--- config.mk ---
export PLATFORM = sky130hd
export DESIGN_NAME = aes_req_sequencer
export DESIGN_NICKNAME = d
export VERILOG_FILES = /design/src/rtl/aes_req_sequencer.sv
export SDC_FILE = /design/constraint.sdc
export NUM_CORES = 1
export LEC_CHECK = 0
export ABC_CLOCK_PERIOD_IN_PS = 10900
export CORE_MARGIN = 2
export CORE_UTILIZATION = 56
export CTS_BUF_LIST = sky130_fd_sc_hd__clkbuf_4
export DETAILED_ROUTE_END_ITERATION = 6
export GPL_ROUTABILITY_DRIVEN = 0
export GPL_TIMING_DRIVEN = 0
export PLACE_DENSITY = 0.82
export SLEW_MARGIN = 15
export SYNTH_ARGS = -nofsm -noshare
export SYNTH_HDL_FRONTEND = slang
export SYNTH_SLANG_ARGS = --single-unit
--- constraint.sdc ---
create_clock -name AES_clk -period 10.9 [get_ports AES_clk]
set_input_delay 3.27 -clock AES_clk [delete_from_list [all_inputs] [get_ports AES_clk]]
set_output_delay 3.27 -clock AES_clk [all_outputs]
set_load 0.1 [all_outputs]
--- src/rtl/aes_req_sequencer.sv ---
// aes_req_sequencer: buffers plaintext/key requests in a small FIFO and feeds
// them to an AES core one block at a time. AES_en is held until the core
// reports valid or the timeout expires. The result is then offered on a
// valid/ready response port, followed by a short enable-low gap.
//
// Handshakes (both ports): a transfer happens on a rising AES_clk edge where
// valid and ready are both 1. The request side accepts whenever req_ready
// (= FIFO not full). The response side holds rsp_valid, rsp_data and
// rsp_timeout stable until the consumer raises rsp_ready.
module aes_req_sequencer #(
    parameter int DEPTH    = 4,
    parameter int TIMEOUT  = 64,
    parameter int IDLE_GAP = 2
) (
    input  logic                       AES_clk,
    input  logic                       AES_rst_n,
    input  logic                       req_valid,
    output logic                       req_ready,
    input  logic [127:0]               req_data,
    input  logic [127:0]               req_key,
    output logic                       rsp_valid,
    input  logic                       rsp_ready,
    output logic [127:0]               rsp_data,
    output logic                       rsp_timeout,
    output logic                       AES_en,
    output logic [127:0]               AES_data_in,
    output logic [127:0]               AES_key_in,
    input  logic [127:0]               AES_data_out,
    input  logic                       AES_data_out_valid,
    output logic                       busy,
    output logic [$clog2(DEPTH):0]     fifo_level
);

    localparam int AW = $clog2(DEPTH);
    localparam int LW = AW + 1;
    localparam logic [LW-1:0] FULL_LEVEL = LW'(DEPTH);
    localparam logic [7:0]    TO_LAST    = 8'(TIMEOUT - 1);
    localparam logic [3:0]    GAP_LAST   = 4'(IDLE_GAP - 1);

    typedef enum logic [1:0] {
        S_IDLE = 2'd0,
        S_RUN  = 2'd1,
        S_RESP = 2'd2,
        S_GAP  = 2'd3
    } state_t;

    state_t          r_state;
    logic [127:0]    r_mem_data [DEPTH];
    logic [127:0]    r_mem_key  [DEPTH];
    logic [AW-1:0]   r_wr_ptr;
    logic [AW-1:0]   r_rd_ptr;
    logic [LW-1:0]   r_count;
    logic [7:0]      r_run_cnt;
    logic [3:0]      r_gap_cnt;
    logic            r_en;
    logic [127:0]    r_data_in;
    logic [127:0]    r_key_in;
    logic            r_rsp_valid;
    logic [127:0]    r_rsp_data;
    logic            r_rsp_timeout;

    logic            w_full;
    logic            w_empty;
    logic            w_push;
    logic            w_pop;

    assign w_full  = (r_count == FULL_LEVEL);
    assign w_empty = (r_count == '0);
    assign w_push  = req_valid && !w_full;
    // The FIFO head leaves exactly when the FSM launches a block from IDLE.
    assign w_pop   = (r_state == S_IDLE) && !w_empty;

    assign req_ready   = !w_full;
    assign rsp_valid   = r_rsp_valid;
    assign rsp_data    = r_rsp_data;
    assign rsp_timeout = r_rsp_timeout;
    assign AES_en      = r_en;
    assign AES_data_in = r_data_in;
    assign AES_key_in  = r_key_in;
    assign busy        = (r_state != S_IDLE) || !w_empty;
    assign fifo_level  = r_count;

    // Request storage; contents need no reset since the level gates every read.
    always_ff @(posedge AES_clk) begin
        if (w_push) begin
            r_mem_data[r_wr_ptr] <= req_data;
            r_mem_key[r_wr_ptr]  <= req_key;
        end
    end

    // FIFO pointers and level; pointers wrap naturally since DEPTH is a power of 2.
    always_ff @(posedge AES_clk) begin
        if (!AES_rst_n) begin
            r_wr_ptr <= '0;
            r_rd_ptr <= '0;
            r_count  <= '0;
        end else begin
            if (w_push) r_wr_ptr <= r_wr_ptr + 1'b1;
            if (w_pop)  r_rd_ptr <= r_rd_ptr + 1'b1;
            case ({w_push, w_pop})
                2'b10:   r_count <= r_count + 1'b1;
                2'b01:   r_count <= r_count - 1'b1;
                default: r_count <= r_count;
            endcase
        end
    end

    // Block sequencing FSM with registered core-side and response-side outputs.
    always_ff @(posedge AES_clk) begin
        if (!AES_rst_n) begin
            r_state       <= S_IDLE;
            r_run_cnt     <= '0;
            r_gap_cnt     <= '0;
            r_en          <= 1'b0;
            r_data_in     <= '0;
            r_key_in      <= '0;
            r_rsp_valid   <= 1'b0;
            r_rsp_data    <= '0;
            r_rsp_timeout <= 1'b0;
        end else begin
            case (r_state)
                S_IDLE: begin
                    if (!w_empty) begin
                        r_data_in <= r_mem_data[r_rd_ptr];
                        r_key_in  <= r_mem_key[r_rd_ptr];
                        r_en      <= 1'b1;
                        r_run_cnt <= '0;
                        r_state   <= S_RUN;
                    end
                end
                S_RUN: begin
                    // A core valid in the final timeout cycle still counts as a result.
                    if (AES_data_out_valid) begin
                        r_rsp_data    <= AES_data_out;
                        r_rsp_timeout <= 1'b0;
                        r_rsp_valid   <= 1'b1;
                        r_en          <= 1'b0;
                        r_state       <= S_RESP;
                    end else if (r_run_cnt == TO_LAST) begin
                        r_rsp_data    <= '0;
                        r_rsp_timeout <= 1'b1;
                        r_rsp_valid   <= 1'b1;
                        r_en          <= 1'b0;
                        r_state       <= S_RESP;
                    end else begin
                        r_run_cnt <= r_run_cnt + 1'b1;
                    end
                end
                S_RESP: begin
                    if (rsp_ready) begin
                        r_rsp_valid <= 1'b0;
                        r_gap_cnt   <= '0;
                        r_state     <= S_GAP;
                    end
                end
                S_GAP: begin
                    if (r_gap_cnt == GAP_LAST) begin
                        r_state <= S_IDLE;
                    end else begin
                        r_gap_cnt <= r_gap_cnt + 1'b1;
                    end
                end
                default: r_state <= S_IDLE;
            endcase
        end
    end

endmodule

## Word level (Yosys, flattened, before mapping)

Memories as Yosys holds them, arrays and structs flattened. A register that Yosys moved wholly into a read port is not among the register bits.
Index checks and enable logic that the tools add are counted.

| storage, ports and cells | value |
|---|---|
| flip-flop bits (word level) | 152 |
| memory bits (writable) | 1024 |
| input bits | 389 |
| output and inout bits | 392 |
| word-level logic and storage cells | 83 |
| memories | 2 |

| operators by class | value |
|---|---|
| $add $sub $neg | 6 |
| equal/unequal tests | 15 |
| mux-type cells | 27 |
| bitwise gates (word level) | 1 |
| reduce and logical (&&, ||, !) cells | 22 |

Memories:

| name | depth | width | read ports | clocked after Yosys merged registers in | write ports | RTL line | source |
|---|---|---|---|---|---|---|---|
| r_mem_data | 4 | 128 | 1 | 1 | 1 | 48 | `logic [127:0] r_mem_data [DEPTH];` |
| r_mem_key | 4 | 128 | 1 | 1 | 1 | 49 | `logic [127:0] r_mem_key [DEPTH];` |

Operator list:

| kind | count |
|---|---|
| 2-to-1 mux 128 bit | 2 |
| 2-to-1 mux 8 bit | 3 |
| one-hot mux 8 bit (2 select lines) | 1 |
| inequality test 2 bit, second input constant | 6 |
| nonzero test 2 bit | 6 |
| 2-to-1 mux 2 bit | 5 |
| 2-to-1 mux 1 bit | 9 |
| AND reduction 3 bit | 3 |
| adder 8 x 1 -> 8 bit, second input constant | 1 |
| == test 8 x 6 -> 1 bit, second input constant | 1 |
| 2-to-1 mux 4 bit | 2 |
| one-hot mux 2 bit (4 select lines) | 1 |
| one-hot mux 4 bit (2 select lines) | 1 |
| AND reduction 4 bit | 2 |
| == test 2 bit, second input constant | 3 |
| one-hot mux 3 bit (2 select lines) | 1 |
| adder 2 x 1 -> 2 bit, second input constant | 2 |
| adder 4 x 1 -> 4 bit, second input constant | 1 |
| == test 2 x 1 -> 1 bit, second input constant | 2 |
| == test 4 x 1 -> 1 bit, second input constant | 1 |
| logical NOT 1 bit | 4 |
| one-hot mux 1 bit (2 select lines) | 2 |
| AND reduction 2 bit | 2 |
| adder 3 x 1 -> 3 bit, second input constant | 1 |
| other kinds (8) | 9 |

## Depth between registers and ports, before layout

Gate-level depths: netlist (run 1).

| logic depth | value |
|---|---|
| depth after elaboration | 5 |
| mapped depth | 11 |
| gate-level depth less buffers | 10 |

## Least setup slack after synthesis (run 1)

No wires, ideal clock.

| timing path | value |
|---|---|
| path kind | input to register |
| from | in req_valid |
| to | mem r_mem_data[1][0] (enable) |
| setup time | 651 ps |
| arrival | 9151 ps |
| data required time | 10249 ps |
| slack | 1098 ps |
| stages on the path | 1 |
| buffers on the path | 0 |
| path through | and3_1 |

| on the way | value |
|---|---|
| cells in the longest elaborated chain, start to end | 3 |

Ends and longest elaborated chain:

| what | RTL line | source |
|---|---|---|
| from (decl) | 17 | `input logic req_valid,` |
| logical AND 1 bit | 69 | `assign w_push = req_valid && !w_full;` |
| 2-to-1 mux 1 bit | 85 | `if (w_push) begin` |
| 2-to-1 mux 1 bit (not written as such) | 86 | `r_mem_data[r_wr_ptr] <= req_data;` |
| to (decl) | 48 |  |

No other way between the ends.

## Final worst setup path (run 1)

| timing path | value |
|---|---|
| from | reg r_state[1] |
| to | out busy |

| on the way | value |
|---|---|
| cells in the longest elaborated chain, start to end | 2 |

Ends and longest elaborated chain:

| what | RTL line | source |
|---|---|---|
| from (decl) | 47 | `state_t r_state;` |
| from (signal assigned) | 111 | `r_state <= S_IDLE;` |
| from (signal assigned) | 128 | `r_state <= S_RUN;` |
| from (signal assigned) | 138 | `r_state <= S_RESP;` |
| nonzero test 2 bit | 80 | `assign busy = (r_state != S_IDLE) \|\| !w_empty;` |
| logical OR 1 bit | 80 |  |
| to (decl) | 30 | `output logic busy,` |

No other way between the ends.

==> summary.md, run 1 <==
| Metric | Value |
|---|---|
| Run status | `completed` |
| Count of cell types in the netlist | `50` |
| Hold bufs inserted after CTS | `0` |
| Syn avg cell area | `approximately 17 sq um` |
| Core area | `around 90,000 sq um` |
| Layout area overhead | `28.8%` |
| Post-Route Utilization | `roughly 73%` |
| CTS tree | `built` |
| Final Cycle Share | `a little over three fifths` |
| P_leak | `about 22 nW` |
| Total power | `approximately 20 mW` |
| Cell Pwr Density | `between 300 and 400 nW/um^2` |
| Seq/Total Area, Yosys | `between 70% and 80%` |
| Initial antenna violation count | `slightly above 40` |
| Share of layout cells above drive strength 1 | `between 20% and 30%` |
| Largest cells by area after synthesis | `edfxtp_1 (61%), dfxtp_1 (16%), mux4_2 (11%)` |
| RSZ-0062 raised after global routing | `false` |
| # rows | `110` |
| Post-route ant nets | `0` |
| Vias in the first global route | `roughly 33,000` |
| Initial Utilization | `between 50 and 60%` |
| Async SR Flop Fraction | `0%` |
| Place WS | `around 5200 ps` |
| Yosys top cell by area | `edfxtp_1` |
| Synth Instances | `slightly below 3,000` |
| Clock skew | `around 120 ps` |
| Yosys top cell area share | `between 60% and 70%` |
| Crit path arrival time | `between 3000 and 4000 ps` |
| Setup Fix Bufs, Post-CTS | `0` |
| Post-synth EDFFs | `between 1,000 and 1,500` |
| Most common cell after layout, fill and taps aside | `edfxtp_1` |
| Final setup vio count | `0` |
| I/O pins | `781` |
| Syn Nets | `3,305` |
| Simple-gate area share of the yosys netlist | `~4.5%` |
| Crit path required time | `between 7000 and 8000 ps` |
| Main combinational cell family by area after synthesis | `multiplexers` |
| Initial DRC Count | `~2,600` |
| Min cycle time layout | `6820 ps` |
| Clock tree sinks | `1,432` |
| Ys flop type | `edfxtp_1` |
| Post-Route WL | `143,000 um` |
| Final hold violations | `0` |
| Clock Path Buffers | `4` |
| Hold WS | `between 400 and 500 ps` |
| # resized after CTS | `0` |
| Clk pin slew, worst setup/hold paths | `about 70 ps` |
| Worst setup path category | `flop to output port` |
| Routed vias | `approximately 32,000` |
| Worst min-delay path category | `flop to flop` |
| Slew headroom | `approximately an eighth` |
| # DRC | `0` |
| Post-synthesis adder-cell area fraction | `0.335%` |
| I/O Buffers | `around 780` |
| Worst-Margin Slew | `1300 ps` |
| Mux cell area share after synthesis | `11.5%` |
| CP Launch Type | `flop` |
| CTS buffer count | `363` |
| Nets | `4,473` |
| Crit-path max FO | `5` |
| Die Y | `between 300 and 400 um` |
| Post-Synth XOR/XNOR Area | `0.121%` |
| Max-cap violations | `0` |
| Yosys warning total | `0` |
| Critical path capture point type | `output port` |
| Worst-Skew Late Latency | `between 1000 and 1500 ps` |
| Pin count of the biggest net entering global routing | `50` |
| Final setup TNS | `0 ps` |
| Clock H-tree levels | `5` |
| Dpl hpwl | `98,100 um` |
| Die ar. | `~93,000 sq um` |
| Die width | `305 um` |
| Initial DRT Pass Iterations | `6` |
| Most frequent cells in the layout | `edfxtp_1 (1,024), clkdlybuf4s50_1 (769), clkbuf_4 (556), nand2_1 (533), dfxtp_1 (408)` |
| VDD IR max | `about 0.23 mV` |
| First-pass GRT wire length | `206,000 um` |
| Max-slew violation count | `0` |
| Overall Global Routing Usage | `between 30% and 40%` |
| Setup ws final | `~4000 ps` |
| CTS root buf | `clkbuf_4` |
| F_max | `147 MHz` |
| Drt via density | `5.67` |
| Wire length per cell | `between 20 and 30 um` |
| Compound-cell area share of the yosys netlist | `5.22%` |
| Post-synth design cell area | `between 50,000 and 60,000 sq um` |
| Grt ovf | `0` |
| Post-synthesis register bit count | `about 1,400` |
## registers in the layout (all words and copies together), names as in the netlist
signal       flops
AES_key_in     128
r_run_cnt        8
r_mem_data     512
r_rd_ptr         2
fifo_level       3
rsp_timeout      1
r_state          2
r_mem_key      512
r_gap_cnt        4
rsp_valid        1
r_wr_ptr         2
rsp_data       128
AES_en           1
AES_data_in    128
## cell type report
cell class / instances / area, sq um
flip-flops and latches: 1432 / 38900
fillers: 5446 / 24500
multi-input cells: 1281 / 11000
repair buffers: 803 / 8360
clock buffers: 556 / 4170
well taps: 1176 / 1470
plain buffers: 175 / 778
clock inverters: 92 / 487
diodes: 36 / 90.1
inverters: 15 / 56.3
## critical path: stages, from the launching register on
cell and delay (ps):
dfxtp_1 340, inv_1 90, ha_1 250, nor4b_2 520, inv_1 150, clkdlybuf4s50_1 1050
## synth_stat cells, types with 3 or more instances
cell type  count
a21oi_1      264
a22o_1       128
a31oi_1        3
and3_1         5
buf_1         24
buf_2         49
buf_4         16
clkbuf_1      86
dfxtp_1      408
edfxtp_1    1024
ha_1          12
inv_1         14
mux2i_1        5
mux4_2       256
nand2_1      533
nand3_1        6
nor2_1        16
nor3_1         3
o211ai_1       3
o21ai_0        8
xnor2_1        4
xor2_1         3
## cell families (layout without fill, tap and decap cells)
| kind of cell | Yosys count | in the layout |
|---|---|---|
| flops | 1432 | 1432 |
| simple gates | 580 | 580 |
| compound gates | 419 | 419 |
| mux | 262 | 262 |
| buf+inv | 190 | 1641 |
| fa+ha+maj | 13 | 13 |
| xor+xnor | 7 | 7 |
| other cells | 0 | 36 |
## per-stage QoR
stage                     cell area [sq um]  cells
after global routing                  65300   5558
after detailed placement              60600   4882
after floorplan                       50700   2903
after CTS                             65300   5530
final                                 65300   5566
after global placement                60000   4858
## power breakdown
group          total [mW]  switching [mW]  leakage [nW]  internal [mW]
registers            7.12           0.380          12.7           6.74
logic                8.01            5.80          6.60           2.21
clock network        4.53            2.11          2.79           2.42
## worst paths after layout
kind,from,end,slack (ps),cells after the start
min reg2reg,AES_key_in[37]$_SDFFE_PN0P_,AES_key_in[37]$_SDFFE_PN0P_,450,2
max reg2reg,r_state[1]$_SDFFE_PN0P_,AES_data_in[7]$_SDFFE_PN0P_,7630,8
max,r_state[1]$_SDFFE_PN0P_,busy,4080,5
min,AES_key_in[37]$_SDFFE_PN0P_,AES_key_in[37]$_SDFFE_PN0P_,450,2
## layer usage
layer,GRT usage [%],wire [um]
met2,50.0,71700
met5,0,143
met4,21.8,10100
met3,10.4,13400
met1,33.2,47800
No activity file was read; power rests on OpenSTA's default activity.
==> inputs of run 2 (changes only) <==
--- a/config.mk
+++ b/config.mk
@@ -5,7 +5,7 @@
 export SDC_FILE = /design/constraint.sdc
 export NUM_CORES = 1
 export LEC_CHECK = 0
-export ABC_CLOCK_PERIOD_IN_PS = 10900
+export ABC_CLOCK_PERIOD_IN_PS = 6800
 export CORE_MARGIN = 2
 export CORE_UTILIZATION = 56
 export CTS_BUF_LIST = sky130_fd_sc_hd__clkbuf_4
==> constraint.sdc (replaced) <==
create_clock -name AES_clk -period 6.8 [get_ports AES_clk]
set_input_delay 2.04 -clock AES_clk [delete_from_list [all_inputs] [get_ports AES_clk]]
set_output_delay 2.04 -clock AES_clk [all_outputs]
set_load 0.1 [all_outputs]
==> run 2 against run 1 <==
  * Cell count rose by 0.41%
  * Combinational power is 60% higher
  * Wire length fell by 2.0%
  * Worst hold slack worse by 1.8 ps
  * Critical path depth did not move
  * Total power grew 61%
  * Via count shrank 0.63%
  * Utilization up 0.16 points
  * Sequential share of layout area fell by 0.13 points
  * Largest power group unchanged
==> summary.md, run 2 (synthesis results as in run 1) <==
| Metric | Value |
|---|---|
| Run status | `completed` |
| Nets | `around 4,500` |
| Crit-path leading delay family | `buffers and inverters` |
| Critical path capture point type | `output port` |
| Clk pin slew, worst setup/hold paths | `around 60 ps` |
| Final setup vio count | `0` |
| Slew headroom | `approximately 11%` |
| Pin count of the biggest net entering global routing | `between 50 and 60` |
| Most common cell after layout, fill and taps aside | `edfxtp_1` |
| Pint | `roughly 18 mW` |
| VDD IR max | `slightly below 0.4 mV` |
| First-pass GRT wire length | `203,000 um` |
| Crit-path max FO | `5` |
| P_leak | `between 20 and 25 nW` |
| Ordered list of cells on the worst path | `inv_1, ha_1, nor4b_2, inv_1, clkdlybuf4s50_1` |
| CP most frequent cell | `inv_1` |
| Final instance area | `about 65,000 sq um` |
| Initial antenna violation count | `between 50 and 60` |
| Wire length per cell | `approximately 25 um` |
| Crit path required time | `4760 ps` |
| Drt via density | `between 5 and 6` |
| Final Cycle Share | `between 80% and 90%` |
| Clock Path Buffers | `4` |
| Post-route ant nets | `0` |
| Place WS | `roughly 2000 ps` |
| Initial DRT Pass Iterations | `5` |
| # resized after CTS | `0` |
| Worst min-delay path category | `flop to flop` |
| Worst-Skew Late Latency | `~1200 ps` |
| Overall Global Routing Usage | `between 20 and 30%` |
| Post-Route Utilization | `around 73%` |
| Clock H-tree levels | `5` |
| Die width | `about 300 um` |
| Clock tree sinks | `1,432` |
| Crit-path slowest cell | `clkdlybuf4s50_1` |
| # DRC | `0` |
| Filler instances | `approximately 5,400` |
| Worst-Margin Slew | `roughly 1300 ps` |
| Crit path buf inv count | `3` |
| Final hold violations | `0` |
| Min cycle time layout | `~5600 ps` |
| Layout area overhead | `29.1%` |
| I/O Buffers | `779` |
| # rows | `110` |
| Comb pwr share | `40.4%` |
| Total power | `about 32 mW` |
| Layer carrying the most global-route usage | `met2` |
| Met1 Use GR | `about a third` |
| CTS buffer count | `~370` |
| Max-slew violation count | `0` |
| Die ar. | `between 90,000 and 100,000 sq um` |
| Routed vias | `between 30,000 and 40,000` |
| DP Area | `roughly 61,000 sq um` |
| Setup Fix Bufs, Post-CTS | `0` |
| Top flop regs | `r_mem_data x512, r_mem_key x512` |
| Hold bufs inserted after CTS | `0` |
| F_max | `between 150 and 200 MHz` |
| Clock Power Share | `a little under a quarter` |
| RSZ-0062 raised after global routing | `false` |
| Core area | `89,900 sq um` |
| Grt ovf | `0` |
| Crit path arrival time | `between 3000 and 4000 ps` |
| Cell total after placement | `4,879` |
| Max-cap violations | `0` |
| CP Launch Type | `flop` |
| Die Y | `approximately 300 um` |
| Final setup TNS | `0 ps` |
| Share of layout cells above drive strength 1 | `22.0%` |
| Sw Ratio | `between 40% and 50%` |
| CTS tree | `built` |
| Setup ws final | `1180 ps` |
| Crit path largest cell delay | `between 1000 and 1500 ps` |
| Cell Pwr Density | `484 nW/um^2` |
| Initial DRC Count | `2,508` |
| Clock skew | `approximately 130 ps` |
| Initial Utilization | `about 56%` |
| Hold WS | `452 ps` |
| Worst setup path category | `flop to output port` |
| NetSw | `about 13 mW` |
| Met3 usage | `8.97%` |
| CTS root buf | `clkbuf_4` |
| Seq pwr share | `around 36%` |
| Met2 usage | `between 40% and 50%` |
| Dpl hpwl | `between 90,000 and 100,000 um` |
| Post-Route WL | `140,000 um` |
| Vias in the first global route | `32,300` |
| I/O pins | `~780` |
| Non-Filler Instances | `between 5,000 and 6,000` |
| Most frequent cells in the layout | `edfxtp_1 (1,024), clkdlybuf4s50_1 (769), clkbuf_4 (567), nand2_1 (533), dfxtp_1 (408)` |
==> run 2: cell types whose count changed in the layout (fill, tap and decap cells not counted), sizes merged <==
cell | before | now
bufinv | 4 | 7
inv | 18 | 17
buf | 123 | 120
clkinvlp | 4 | 2
clkbuf | 642 | 653
diode | 36 | 45
clkinv | 81 | 87
==> run 2: routing by layer <==
metal,vias to the layer above,share of wire [%]
met5,-,0.12
met3,431,8.8
li1,13800,-
met4,28,7.4
met1,15600,34
met2,1494,50
==> run 2: power by group through the flow <==
stage / logic [mW] / clock network (mW) / registers (mW)
floorplan: 4.12 / 0 / 16.6
global placement: 12.5 / 0 / 11.7
detailed placement: 12.8 / 0 / 11.6
CTS: 12.9 / 7.61 / 11.4
global route: 13.4 / 8.06 / 11.5
finish: 12.8 / 7.47 / 11.4
==> run 2: final timing paths <==
| kind | slack (ps) | start | end | depth (start not counted) |
|---|---|---|---|---|
| worst max-delay path | 1180 | r_state[0]$_SDFFE_PN0P_ | busy | 5 |
| worst min-delay path | 450 | AES_data_in[96]$_SDFFE_PN0P_ | AES_data_in[96]$_SDFFE_PN0P_ | 2 |
| worst max register to register | 3550 | r_state[0]$_SDFFE_PN0P_ | fifo_level[2]$_SDFFE_PN0P_ | 11 |
| worst min register to register | 450 | AES_data_in[96]$_SDFFE_PN0P_ | AES_data_in[96]$_SDFFE_PN0P_ | 2 |
==> run 2: final cells by class <==
class	count	area (sq um)	share of cell area, %
tap	1176	1470	2.25
multi-input combinational	1281	11000	16.8
clock inverter	98	594	0.908
sequential	1432	38900	59.4
antenna	45	113	0.172
inverter	15	56.3	0.0860
timing repair buffer	800	8290	12.7
clock buffer	567	4260	6.50
buffer	175	778	1.19
==> run 2: worst min-delay path, stage by stage (launching register included) <==
cell and delay [ps]:
dfxtp_1 310, nand2_1 50, a21oi_1 50
